$ cat src/rtl/accel_reg_bridge_pkg.sv
// Shared types and address constants for the accelerator register bridge.
// Address 13 is only decoded when ACCEL_BRIDGE_WRCOUNT_EN is defined.
package accel_bridge_pkg;

    typedef enum logic [1:0] {
        IDLE   = 2'd0,
        ACCESS = 2'd1,
        RESP   = 2'd2
    } state_e;

    localparam int ADDR_WR_COUNT   = 13;
    localparam int ADDR_IRQ_STATUS = 14;
    localparam int ADDR_IRQ_ENABLE = 15;

    localparam int WRCOUNT_W = 16;

    // Addresses below the register count are forwarded to the accelerator.
    function automatic logic is_fwd(input logic [31:0] addr, input int reg_count);
        return addr < 32'(reg_count);
    endfunction

endpackage

$ cat src/rtl/accel_reg_bridge_irq_edge.sv
// Interrupt stage: rising-edge capture of the accelerator irq level,
// W1C pending bit (set wins over clear), enable bit, registered output.
module accel_irq_edge
    import accel_bridge_pkg::*;
(
    input  logic clk,
    input  logic rst,
    input  logic irq_i,
    input  logic clr_i,
    input  logic en_we_i,
    input  logic en_d_i,
    output logic pending_o,
    output logic enable_o,
    output logic irq_o
);

    logic prev_q;
    logic pend_q;
    logic pend_d;
    logic en_q;
    logic irq_q;
    logic rise;

    assign rise = irq_i & ~prev_q;

    always_comb begin
        pend_d = pend_q;
        if (rise) begin
            pend_d = 1'b1;
        end else if (clr_i) begin
            pend_d = 1'b0;
        end
    end

    always_ff @(posedge clk) begin
        if (rst) begin
            prev_q <= 1'b0;
            pend_q <= 1'b0;
            en_q   <= 1'b0;
            irq_q  <= 1'b0;
        end else begin
            prev_q <= irq_i;
            pend_q <= pend_d;
            if (en_we_i) begin
                en_q <= en_d_i;
            end
            // Output follows the registered pending/enable, one cycle behind.
            irq_q <= pend_q & en_q;
        end
    end

    assign pending_o = pend_q;
    assign enable_o  = en_q;
    assign irq_o     = irq_q;

endmodule

$ cat src/rtl/accel_reg_bridge.sv
// Host valid/ready to single-cycle accelerator register port bridge.
// Define ACCEL_BRIDGE_WRCOUNT_EN to map a forwarded-write counter at address 13.
module accel_reg_bridge
    import accel_bridge_pkg::*;
#(
    parameter int ADDR_W    = 4,
    parameter int DATA_W    = 32,
    parameter int REG_COUNT = 10
) (
    input  logic              clk,
    input  logic              rst,
    input  logic              req_valid,
    output logic              req_ready,
    input  logic              req_write,
    input  logic [ADDR_W-1:0] req_addr,
    input  logic [DATA_W-1:0] req_wdata,
    output logic              rsp_valid,
    input  logic              rsp_ready,
    output logic [DATA_W-1:0] rsp_rdata,
    output logic              rsp_err,
    output logic              acc_wr_en,
    output logic [ADDR_W-1:0] acc_addr,
    output logic [DATA_W-1:0] acc_wr_data,
    input  logic [DATA_W-1:0] acc_rd_data,
    input  logic              acc_irq,
    output logic              irq_out
);

    state_e            state_q;
    logic              wr_q;
    logic [ADDR_W-1:0] addr_q;
    logic [DATA_W-1:0] wdata_q;
    logic              wr_en_q;
    logic              req_ready_q;
    logic              rsp_valid_q;
    logic [DATA_W-1:0] rsp_rdata_q;
    logic              rsp_err_q;

    logic [31:0]       addr_x;
    logic              in_access;
    logic              fwd;
    logic              is_stat;
    logic              is_en;
    logic [DATA_W-1:0] rd_val;
    logic              err;
    logic              irq_clr;
    logic              en_we;
    logic              irq_pending;
    logic              irq_enable;

`ifdef ACCEL_BRIDGE_WRCOUNT_EN
    logic                 is_cnt;
    logic [WRCOUNT_W-1:0] wr_count_q;
`endif

    assign addr_x    = 32'(addr_q);
    assign in_access = (state_q == ACCESS);
    assign fwd       = is_fwd(addr_x, REG_COUNT);
    assign is_stat   = (addr_x == 32'(ADDR_IRQ_STATUS));
    assign is_en     = (addr_x == 32'(ADDR_IRQ_ENABLE));
`ifdef ACCEL_BRIDGE_WRCOUNT_EN
    assign is_cnt    = (addr_x == 32'(ADDR_WR_COUNT));
`endif

    // Decode of the captured request; only consumed during ACCESS.
    always_comb begin
        rd_val = '0;
        err    = 1'b0;
        unique case (1'b1)
            fwd: begin
                if (!wr_q) rd_val = acc_rd_data;
            end
            is_stat: begin
                if (!wr_q) rd_val = DATA_W'(irq_pending);
            end
            is_en: begin
                if (!wr_q) rd_val = DATA_W'(irq_enable);
            end
`ifdef ACCEL_BRIDGE_WRCOUNT_EN
            is_cnt: begin
                if (!wr_q) rd_val = DATA_W'(wr_count_q);
            end
`endif
            default: begin
                err = 1'b1;
            end
        endcase
    end

    assign irq_clr = in_access & wr_q & is_stat & wdata_q[0];
    assign en_we   = in_access & wr_q & is_en;

    always_ff @(posedge clk) begin
        if (rst) begin
            state_q     <= IDLE;
            wr_q        <= 1'b0;
            addr_q      <= '0;
            wdata_q     <= '0;
            wr_en_q     <= 1'b0;
            req_ready_q <= 1'b1;
            rsp_valid_q <= 1'b0;
            rsp_rdata_q <= '0;
            rsp_err_q   <= 1'b0;
        end else begin
            unique case (state_q)
                IDLE: begin
                    if (req_valid) begin
                        wr_q        <= req_write;
                        addr_q      <= req_addr;
                        wdata_q     <= req_wdata;
                        wr_en_q     <= req_write &
                                       is_fwd(32'(req_addr), REG_COUNT);
                        req_ready_q <= 1'b0;
                        state_q     <= ACCESS;
                    end
                end
                ACCESS: begin
                    wr_en_q     <= 1'b0;
                    rsp_valid_q <= 1'b1;
                    rsp_rdata_q <= rd_val;
                    rsp_err_q   <= err;
                    state_q     <= RESP;
                end
                RESP: begin
                    if (rsp_ready) begin
                        rsp_valid_q <= 1'b0;
                        rsp_rdata_q <= '0;
                        rsp_err_q   <= 1'b0;
                        req_ready_q <= 1'b1;
                        state_q     <= IDLE;
                    end
                end
                default: begin
                    state_q <= IDLE;
                end
            endcase
        end
    end

`ifdef ACCEL_BRIDGE_WRCOUNT_EN
    // Address 13 and forwarded addresses are disjoint, so clear and count never collide.
    always_ff @(posedge clk) begin
        if (rst) begin
            wr_count_q <= '0;
        end else if (in_access & wr_q & is_cnt) begin
            wr_count_q <= '0;
        end else if (in_access & wr_en_q) begin
            wr_count_q <= wr_count_q + 1'b1;
        end
    end
`endif

    accel_irq_edge u_irq (
        .clk       (clk),
        .rst       (rst),
        .irq_i     (acc_irq),
        .clr_i     (irq_clr),
        .en_we_i   (en_we),
        .en_d_i    (wdata_q[0]),
        .pending_o (irq_pending),
        .enable_o  (irq_enable),
        .irq_o     (irq_out)
    );

    assign req_ready   = req_ready_q;
    assign rsp_valid   = rsp_valid_q;
    assign rsp_rdata   = rsp_rdata_q;
    assign rsp_err     = rsp_err_q;
    assign acc_wr_en   = wr_en_q;
    assign acc_addr    = addr_q;
    assign acc_wr_data = wdata_q;

endmodule

$ cat config.mk
export PLATFORM = sky130hd
export DESIGN_NAME = accel_reg_bridge
export DESIGN_NICKNAME = d
export VERILOG_FILES = /design/src/rtl/accel_reg_bridge_pkg.sv /design/src/rtl/accel_reg_bridge_irq_edge.sv /design/src/rtl/accel_reg_bridge.sv
export SDC_FILE = /design/constraint.sdc
export NUM_CORES = 1
export LEC_CHECK = 0
export ABC_AREA = 0
export CORE_ASPECT_RATIO = 0.75
export CORE_MARGIN = 2
export CORE_UTILIZATION = 54
export CTS_BUF_LIST = sky130_fd_sc_hd__clkbuf_4 sky130_fd_sc_hd__clkbuf_8
export DETAILED_ROUTE_END_ITERATION = 7
export DONT_BUFFER_PORTS = 1
export PLACE_DENSITY = 0.69
export SLEW_MARGIN = 20
export SYNTH_ARGS = -nofsm -noshare
export SYNTH_HDL_FRONTEND = slang
export SYNTH_SLANG_ARGS = --single-unit
$ cat constraint.sdc
create_clock -name clk -period 2.1 [get_ports clk]
set_input_delay 0.42 -clock clk [delete_from_list [all_inputs] [get_ports clk]]
set_output_delay 0.42 -clock clk [all_outputs]
set_load 0.05 [all_outputs]
# Yosys cells after proc, flatten, opt, wreduce, memory -nomap -nowiden
# Index checks and enable logic that the tools add are counted.
[totals]
latch_bits = 0
output_inout_bits = 73
reg_bits = 79
mem_bits_rw = 0
in_bits = 74
memories = 0
romBits = 0
[op_classes]
order_cmp = 2
mux = 20
n_eq_ne = 6
reduce_logical = 11
multipliers = 0
div = 0
n_shift = 0
bitwise_logic = 8
add_sub_neg = 0
[ops]
columns = ["op", "count"]
rows = [
  ["$pmux 32 s3", 1],
  ["$mux 32", 2],
  ["$pmux 32 s2", 1],
  ["$mux 1", 9],
  ["$eq 4x4->1 const B", 2],
  ["$lt 4x4->1 const B", 2],
  ["$pmux 1 s2", 4],
  ["$reduce_and 2->1", 4],
  ["$reduce_bool 2->1", 4],
  ["$and 1x1->1", 7],
  ["$pmux 2 s3", 1],
  ["$mux 2", 2],
  ["$ne 2x2->1 const B", 2],
  ["$reduce_and 3->1", 1],
  ["$reduce_or 3->1", 1],
  ["$eq 2x1->1 const B", 1],
  ["$eq 2x2->1 const B", 1],
  ["$logic_not 2->1", 1],
  ["$not 1->1", 1],
]

# Depth between registers and ports, before layout
# Gate-level depths: netlist of the first run.
[depth]
depth_word = 6
depth_mapped = 6
mapped_depth_nobuf = 3

# Hierarchy
# A second synthesis of the first run with hierarchy kept.
[unflattened]
hier_cells = 360
area_unflattened_um2 = 2967.8
[modules_own_cells]
columns = ["module", "cells_per_inst", "instances", "area_per_inst_um2"]
rows = [
  ["accel_reg_bridge", 348, 1, 2839.0],
  ["accel_irq_edge", 12, 1, 128.9],
]

# Least setup slack after synthesis of the first run
# Ideal clock, no wire load.
[synth_timing]
path_kind = "reg2reg"
startpoint = "register addr_q[1], in the netlist acc_addr[1]"
endpoint = "register u_irq.pend_q, in the netlist u_irq.pending_o"
arrival_ps = 1283
n_path_buf = 0
setup_slack_ps = 700
required_ps = 1983
setup_time_ps = 117
period_less_slack_ps = 1400
stages_incl_launch_ff = 4
path_cell_list = "dfxtp_1 and3_1 nand4_1 a32o_1"
[synth_between]
elab_chain_len = 4
[synth_lines]
columns = ["element", "line_no", "source"]
rows = [
  ["start: declaration", "accel_reg_bridge.sv:31", "logic [ADDR_W-1:0] addr_q;"],
  ["start signal: assignment", "accel_reg_bridge.sv:109", "addr_q <= req_addr;"],
  ["$eq 4x4->1", "accel_reg_bridge.sv:59", "assign is_stat = (addr_x == 32'(ADDR_IRQ_STATUS));"],
  ["$and 1x1->1 (2 in series)", "accel_reg_bridge.sv:90", "assign irq_clr = in_access & wr_q & is_stat & wdata_q[0];"],
  ["$reduce_bool 2->1 (no source line)", "-", ""],
  ["end signal: assignment", "accel_reg_bridge_irq_edge.sv:43", "pend_q <= pend_d;"],
  ["end: declaration", "accel_reg_bridge_irq_edge.sv:18", "logic pend_q;"],
]
# No other way between the ends.
# A chain may end at the register's enable or synchronous reset.

# Worst setup path in the final report of the first run
[layout_timing]
startpoint = "register state_q[1]"
endpoint = "register rsp_rdata_q[13], in the netlist rsp_rdata[13]"
[layout_between]
elab_chain_len = 3
elab_cells_between_ends = 6
[layout_lines]
columns = ["element", "line_no", "source"]
rows = [
  ["start: declaration", "accel_reg_bridge.sv:29", "state_e state_q;"],
  ["start signal: assignment", "accel_reg_bridge.sv:95", "state_q <= IDLE;"],
  ["start signal: assignment", "accel_reg_bridge.sv:114", "state_q <= ACCESS;"],
  ["start signal: assignment", "accel_reg_bridge.sv:122", "state_q <= RESP;"],
  ["$eq 2x2->1 / $eq 2x1->1 (equally long branches)", "accel_reg_bridge.sv:105", "unique case (state_q)"],
  ["$ne 2x2->1 (no source line) / $reduce_bool 2->1 (equally long branches)", "-", ""],
  ["$reduce_and 2->1 (no source line)", "-", ""],
  ["end signal: assignment", "accel_reg_bridge.sv:120", "rsp_rdata_q <= rd_val;"],
  ["end: declaration", "accel_reg_bridge.sv:36", "logic [DATA_W-1:0] rsp_rdata_q;"],
]
# Several ways; a longest one is shown, not always the timed one.

==> out/metrics.yaml, run 1 <==
worst_setup_path:
  cp.depth: 4
  critPathMaxStageDelay_ps: 610
  required_ps: 2370
  worstReg2RegEnd: "rsp_rdata[13]$_SDFFE_PP0P_"
  cp_num_buf_inv: 1
  r2r_slack_ps: 580
  crit_path_max_fanout: 35
  path_class: "reg -> reg"
  startpoint: "state_q[1]$_SDFFE_PP0P_"
  crit_end: "rsp_rdata[13]$_SDFFE_PP0P_"
  cp_cell_sequence: "nand2b_1, buf_4, nand3_1, a21oi_1"
  r2r-start: "state_q[1]$_SDFFE_PP0P_"
  cp-start-kind: "flop"
  reg2reg_depth: 4
  critPathArrivalTime_ps: 1790
  crit_path_end_kind: "flop"
  crit_family: "flip-flops"
  crit_slowest_cell: "dfxtp_1"
timing:
  slew_viol_final: 0
  clock.fmax_mhz: 658
  worst_slew_pin_slew_ps: 620
  finalCritPeriodShare_pct: 72.3
  setup_viol: 0
  finalSetupTns_ps: 0
  period_needed_ps: 1520
  slew_headroom_pct: 58.6
  skew_ps: 8.35
  hold_violations: 0
  rsz0062_at_grt: "no"
finish:
  drive_gt1_share_pct: 8.22
  synthToLayoutAreaGrowth_pct: 7.28
  antenna_cells: 0
  final_nets: 422
  fin_area_um2: 3210
  layout_commonest_cell: "dfxtp_1"
  final_cell_mix: "dfxtp_1, nand2_1, a21oi_1, nand3_1"
die:
  dieArea_um2: 6160
  rows: 23
  core-area_um2: 5350
  pin_count: 147
  dieWidth_um: 89.9
  start_util_pct: 55.9
  die_h_um: 68.5
detailed_routing:
  ant_nets: 0
  dr_total_vias: 2416
  wl_per_cell_um: 15.8
  viasPerCell: 5.64
  drtIter0Drc: 119
  drc_errors: 0
  wl_um: 6760
  firstDrtPassIters: 4
global_routing:
  use_met3_pct: 11.0
  grt.overflow.total: 0
  grt_pass1_wl_um: 10300
  antenna_found_initial: 0
  grt_pass1_vias: 2217
  grt_use_met1_pct: 24.4
  grt-busiest-layer: "met2"
  grt_use_total_pct: 21.5
  grt_max_degree: 77
  met2_usage_pct: 34.8
power:
  peakVddDrop_uv: 543
  leakage_nw: 1.16
  clock_power_share_pct: 38.5
  p_sw_w: 0.00100
  p_int_w: 0.00247
  swShare_pct: 28.9
  p_comb_share_pct: 6.6
  power.density_nw_per_um2: 1080
  p_seq_share_pct: 54.9
synth:
  avgSynthCellArea_um2: 8.31
  syn_inst: 360
  syn_area_um2: 2990
  synth_cell_types: 30
  synth_edf_count: 0
  yosys_warnings: 0
  synthFlopType: "dfxtp_1"
  ys_seq_elements: 79
  syn_nets: 434
  async_reset_ff_share_pct: 0
  ys_seq_area_share_pct: 52.9
cts:
  h-tree-depth: 3
  clk_latency_ps: 350
  cts_setup_buffers: 0
  cts_resized: 0
  cts-hold-fix-buffers: 0
  cts_sinks: 79
  clk_pin_slew_worst_paths_ps: 80
  tritoncts: "built"
  cts_buffers: 9
  cts_buffer_depth: 2
  root_buffer: "clkbuf_8"
job:
  drv_cap: 0
placement:
  post-dp-hpwl_um: 4250
  gp_congestion: 0.848
  placed_area_um2: 2970
  portBuffers: 0
hold_path:
  hold_class: "in -> reg"
outcome:
  status: "completed"
-- kinds of logic (layout without fill, tap and decap cells) --
family	after synthesis	in the layout	share of synthesized area (%)
AO/OA/AOI/OAI	81	81	14.1
XOR/XNOR	1	1	0.293
buffers and inverters	36	29	6.98
flip-flops	79	79	52.9
multiplexers	2	2	0.711
AND/OR/NAND/NOR	161	161	25.1
-- how the worst min path moves through the flow --
stage	start	to	slack, ps	cells past startpoint
2_1_floorplan	u_irq.enable_o$_SDFFE_PP0P_	u_irq.enable_o$_SDFFE_PP0P_	440	2
3_3_place_gp	u_irq.prev_q$_SDFF_PP0_	u_irq.pending_o$_SDFFE_PP0P_	470	2
3_5_place_dp	u_irq.prev_q$_SDFF_PP0_	u_irq.pending_o$_SDFFE_PP0P_	460	2
4_1_cts	rst	rsp_rdata[6]$_SDFFE_PP0P_	120	1
5_1_grt	rst	rsp_rdata[16]$_SDFFE_PP0P_	110	1
6_report	rst	rsp_rdata[7]$_SDFFE_PP0P_	150	1
-- layer usage --
metal	up-vias	part of all wire [%]
li1	1199	-
met1	1106	41
met2	101	47
met3	10	11
met5	-	0
met4	0	1.3
-- final cells by class --
| cell class | instances | area [µm²] |
|---|---|---|
| fillers | 498 | 2140 |
| flip-flops and latches | 79 | 1580 |
| multi-input cells | 245 | 1210 |
| clock buffers | 10 | 131 |
| clock inverters | 6 | 109 |
| well taps | 75 | 93.8 |
| repair buffers | 9 | 67.6 |
| inverters | 4 | 15.0 |
-- registers in the layout, indices dropped and copies added (netlist names) --
signal and cells:
u_irq.prev_q 1, acc_wr_en 1, rsp_valid 1, u_irq.enable_o 1, state_q 2, rsp_err 1
acc_addr 4, acc_wr_data 32, rsp_rdata 32, u_irq.pending_o 1, req_ready 1, u_irq.irq_o 1
wr_q 1
-- per-stage QoR --
| step | cells | setup slack (ps) | power [W] | hold WS [ps] | util, % |
|---|---|---|---|---|---|
| global route | 428 | 440 | 0.00361 | 114 | 60.0 |
| CTS | 428 | 594 | 0.00350 | 120 | 60.0 |
| finish | 428 | 581 | 0.00347 | 153 | 60.0 |
| global placement | 412 | 640 | 0.00216 | 469 | 55.5 |
| floorplan | 360 | 700 | 0.00215 | 443 | - |
| detailed placement | 412 | 613 | 0.00217 | 462 | 55.5 |
-- cells in the mapped netlist, types with 2 or more instances --
library cell  instances  share of area [%]
a21oi_1              73                 12
and3_1                2               0.42
buf_1                 2               0.25
buf_2                11                1.8
buf_4                 8                2.0
buf_6                 4                1.5
clkbuf_1              7               0.88
dfxtp_1              79                 53
inv_1                 4               0.50
nand2_1              77                9.7
nand2b_1              2               0.42
nand3_1              64                 11
nand4_1               3               0.63
nor2_1                3               0.38
nor2b_1               4               0.84
o21ai_0               3               0.50
-- power groups by stage --
stage                     sequential, W  combinational, W  clock (W)
after floorplan                 0.00192          0.000228          0
after global placement          0.00194          0.000224          0
after detailed placement        0.00194          0.000233          0
after CTS                       0.00191          0.000232    0.00137
after global routing            0.00192          0.000264    0.00143
final                           0.00191          0.000230    0.00134
-- worst register-to-register path: stages, from the launching register on --
cell	delay, ps
dfxtp_1	610
nand2b_1	170
buf_4	340
nand3_1	130
a21oi_1	190
No activity file was read; power rests on OpenSTA's default activity.
==> run 2: changes to the inputs <==
==> constraint.sdc (replaced) <==
create_clock -name clk -period 1.44 [get_ports clk]
set_input_delay 0.288 -clock clk [delete_from_list [all_inputs] [get_ports clk]]
set_output_delay 0.288 -clock clk [all_outputs]
set_load 0.05 [all_outputs]
==> run 2 against run 1 <==
Compared with the run above: count of clock-buffer cells in the layout is 1 higher; final cell count grew 5.8%; hold slack got worse by 140 ps; first-iteration DRC count decreased by 12%; critical endpoint is now rsp_valid.
==> out/metrics.yaml, run 2 (synthesized netlist as in run 1, its figures left out) <==
global_routing:
  grt_max_degree: 77  # unchanged
  grt_use_total_pct: 22.3  # +0.76 points
  grt_pass1_vias: 2299  # +3.7%
  grt.overflow.total: 0  # unchanged
  antenna_found_initial: 0  # unchanged
  grt_pass1_wl_um: 10700  # +3.3%
timing:
  finalCritPeriodShare_pct: 91.6
  finalSetupTns_ps: 0  # unchanged
  period_needed_ps: 1320
  rsz0062_at_grt: "no"
  slew_viol_final: 0  # unchanged
  setup_viol: 0  # unchanged
  slew_headroom_pct: 62.0  # +3.3 points
  clock.fmax_mhz: 758
  worst_slew_pin_slew_ps: 569  # -50.2 ps
  skew_ps: 8.45  # +0.106 ps
  hold_violations: 0  # unchanged
cts:
  h-tree-depth: 3  # unchanged
  cts_setup_buffers: 0  # unchanged
  clk_pin_slew_worst_paths_ps: 80  # about the same
  cts_resized: 0  # unchanged
  cts_sinks: 79  # unchanged
  cts_buffer_depth: 2  # unchanged
  clk_latency_ps: 350  # about the same
  tritoncts: "built"
  root_buffer: "clkbuf_8"
  cts_buffers: 9  # unchanged
power:
  p_comb_share_pct: 10.7  # +4.1 points
  p_int_w: 0.00336  # +36%
  leakage_nw: 1.28  # +10%
  total_power_w: 0.00483  # +39%
  p_seq_share_pct: 55.4  # +0.5 points
  peakVddDrop_uv: 845  # +56%
  power.density_nw_per_um2: 1420  # +31%
  p_sw_w: 0.00147  # +46%
  clock_power_share_pct: 33.9  # -4.6 points
  swShare_pct: 30.5  # +1.5 points
finish:
  synthToLayoutAreaGrowth_pct: 13.6
  fill_cells: 497  # -0.20%
  fin_cells: 453  # +5.8%
  drive_gt1_share_pct: 14.3  # +6.1 points
  seq_area_um2: 1580  # unchanged
  multi_input_area_um2: 1210  # unchanged
  layout_commonest_cell: "dfxtp_1"
  fin_area_um2: 3400  # +5.8%
  final_cell_mix: "dfxtp_1, nand2_1, a21oi_1, nand3_1, buf_4"
  final_nets: 447  # +5.9%
  antenna_cells: 0  # unchanged
job:
  drv_cap: 0  # unchanged
worst_setup_path:
  required_ps: 1150  # -1220 ps
  critPathArrivalTime_ps: 1030  # -760 ps
  worstReg2RegEnd: "acc_addr[3]$_SDFFE_PP0P_"
  r2r-start: "state_q[1]$_SDFFE_PP0P_"
  r2r_slack_ps: 170  # -410 ps
  path_class: "reg -> out"
  cp-start-kind: "flop"
  crit_path_end_kind: "output pin"
  crit_path_max_fanout: 3  # -91%
  reg2reg_depth: 5  # +1
die:
  rows: 23  # unchanged
  core-area_um2: 5350  # unchanged
  start_util_pct: 55.9  # unchanged
  die_h_um: 68.5  # unchanged
  dieArea_um2: 6160  # unchanged
  pin_count: 147  # unchanged
  dieWidth_um: 89.9  # unchanged
placement:
  gp_congestion: 0.785  # -7.4%
  dp.cells: 437  # +6.1%
  post-dp-hpwl_um: 4700  # +11%
  placed_area_um2: 3190  # +7.6%
  portBuffers: 0  # unchanged
outcome:
  status: "completed"
hold_path:
  hold_path_end: "rsp_rdata[16]$_SDFFE_PP0P_"
  hold_class: "in -> reg"
  min_path_cells: 1  # unchanged
  worstHoldStart: "rst"
detailed_routing:
  wl_per_cell_um: 15.4  # -2.4%
  viasPerCell: 5.54  # -1.8%
  firstDrtPassIters: 5  # +1
  drc_errors: 0  # unchanged
  dr_total_vias: 2510  # +3.9%
  drtIter0Drc: 105  # -12%
  ant_nets: 0  # unchanged
  wl_um: 6980  # +3.3%
## run 2: cell count changes in the layout (fill, tap and decap cells not counted), sizes merged
cell | previous run | this run
clkinvlp | 0 | 3
clkbuf | 10 | 11
buf | 9 | 34
bufinv | 3 | 1
clkinv | 3 | 1
## run 2: how the worst max path moves through the flow
stage | slack (ps) | endpoint | startpoint | depth (start not counted)
after floorplan | 40 | u_irq.pending_o$_SDFFE_PP0P_ | acc_addr[1]$_SDFFE_PP0P_ | 3
after global placement | 230 | acc_wr_en$_SDFFE_PP0P_ | state_q[1]$_SDFFE_PP0P_ | 5
after detailed placement | 190 | rsp_rdata[24]$_SDFFE_PP0P_ | state_q[0]$_SDFFE_PP0P_ | 4
after CTS | 110 | rsp_valid | rsp_valid$_SDFFE_PP0P_ | 0
after global routing | 50 | rsp_rdata[24]$_SDFFE_PP0P_ | state_q[0]$_SDFFE_PP0P_ | 4
final | 120 | rsp_valid | rsp_valid$_SDFFE_PP0P_ | 0
## run 2: power by group through the flow
stage,combinational [W],sequential [W],clock [W]
2_1_floorplan,0.000332,0.00281,0
3_3_place_gp,0.000507,0.00272,0
3_5_place_dp,0.000521,0.00273,0
4_1_cts,0.000521,0.00268,0.00169
5_1_grt,0.000567,0.00269,0.00177
6_report,0.000516,0.00267,0.00164
## run 2: per-stage QoR
step	utilization, %	hold slack [ps]	worst slack, ps
finish	63.5	9.22	121
global route	63.5	-23.8	48.4
CTS	63.5	-17.0	108
detailed placement	59.7	363	186
global placement	59.7	363	227
floorplan	-	371	39.8
## run 2: metal layers
metal	GRT usage, %	up-vias	share of wire, %
met3	10.2	9	9.3
met4	10.8	0	1.3
met1	25.4	1152	42
met5	0	-	0
li1	-	1248	-
met2	36.6	101	47
## run 2: layout make-up
| type | count | area share, % |
|---|---|---|
| Inverter | 4 | 0.442 |
| Multi-Input combinational cell | 245 | 35.7 |
| Tap cell | 75 | 2.76 |
| Timing Repair Buffer | 34 | 8.62 |
| Clock inverter | 5 | 1.69 |
| Clock buffer | 11 | 4.27 |
| Sequential cell | 79 | 46.6 |
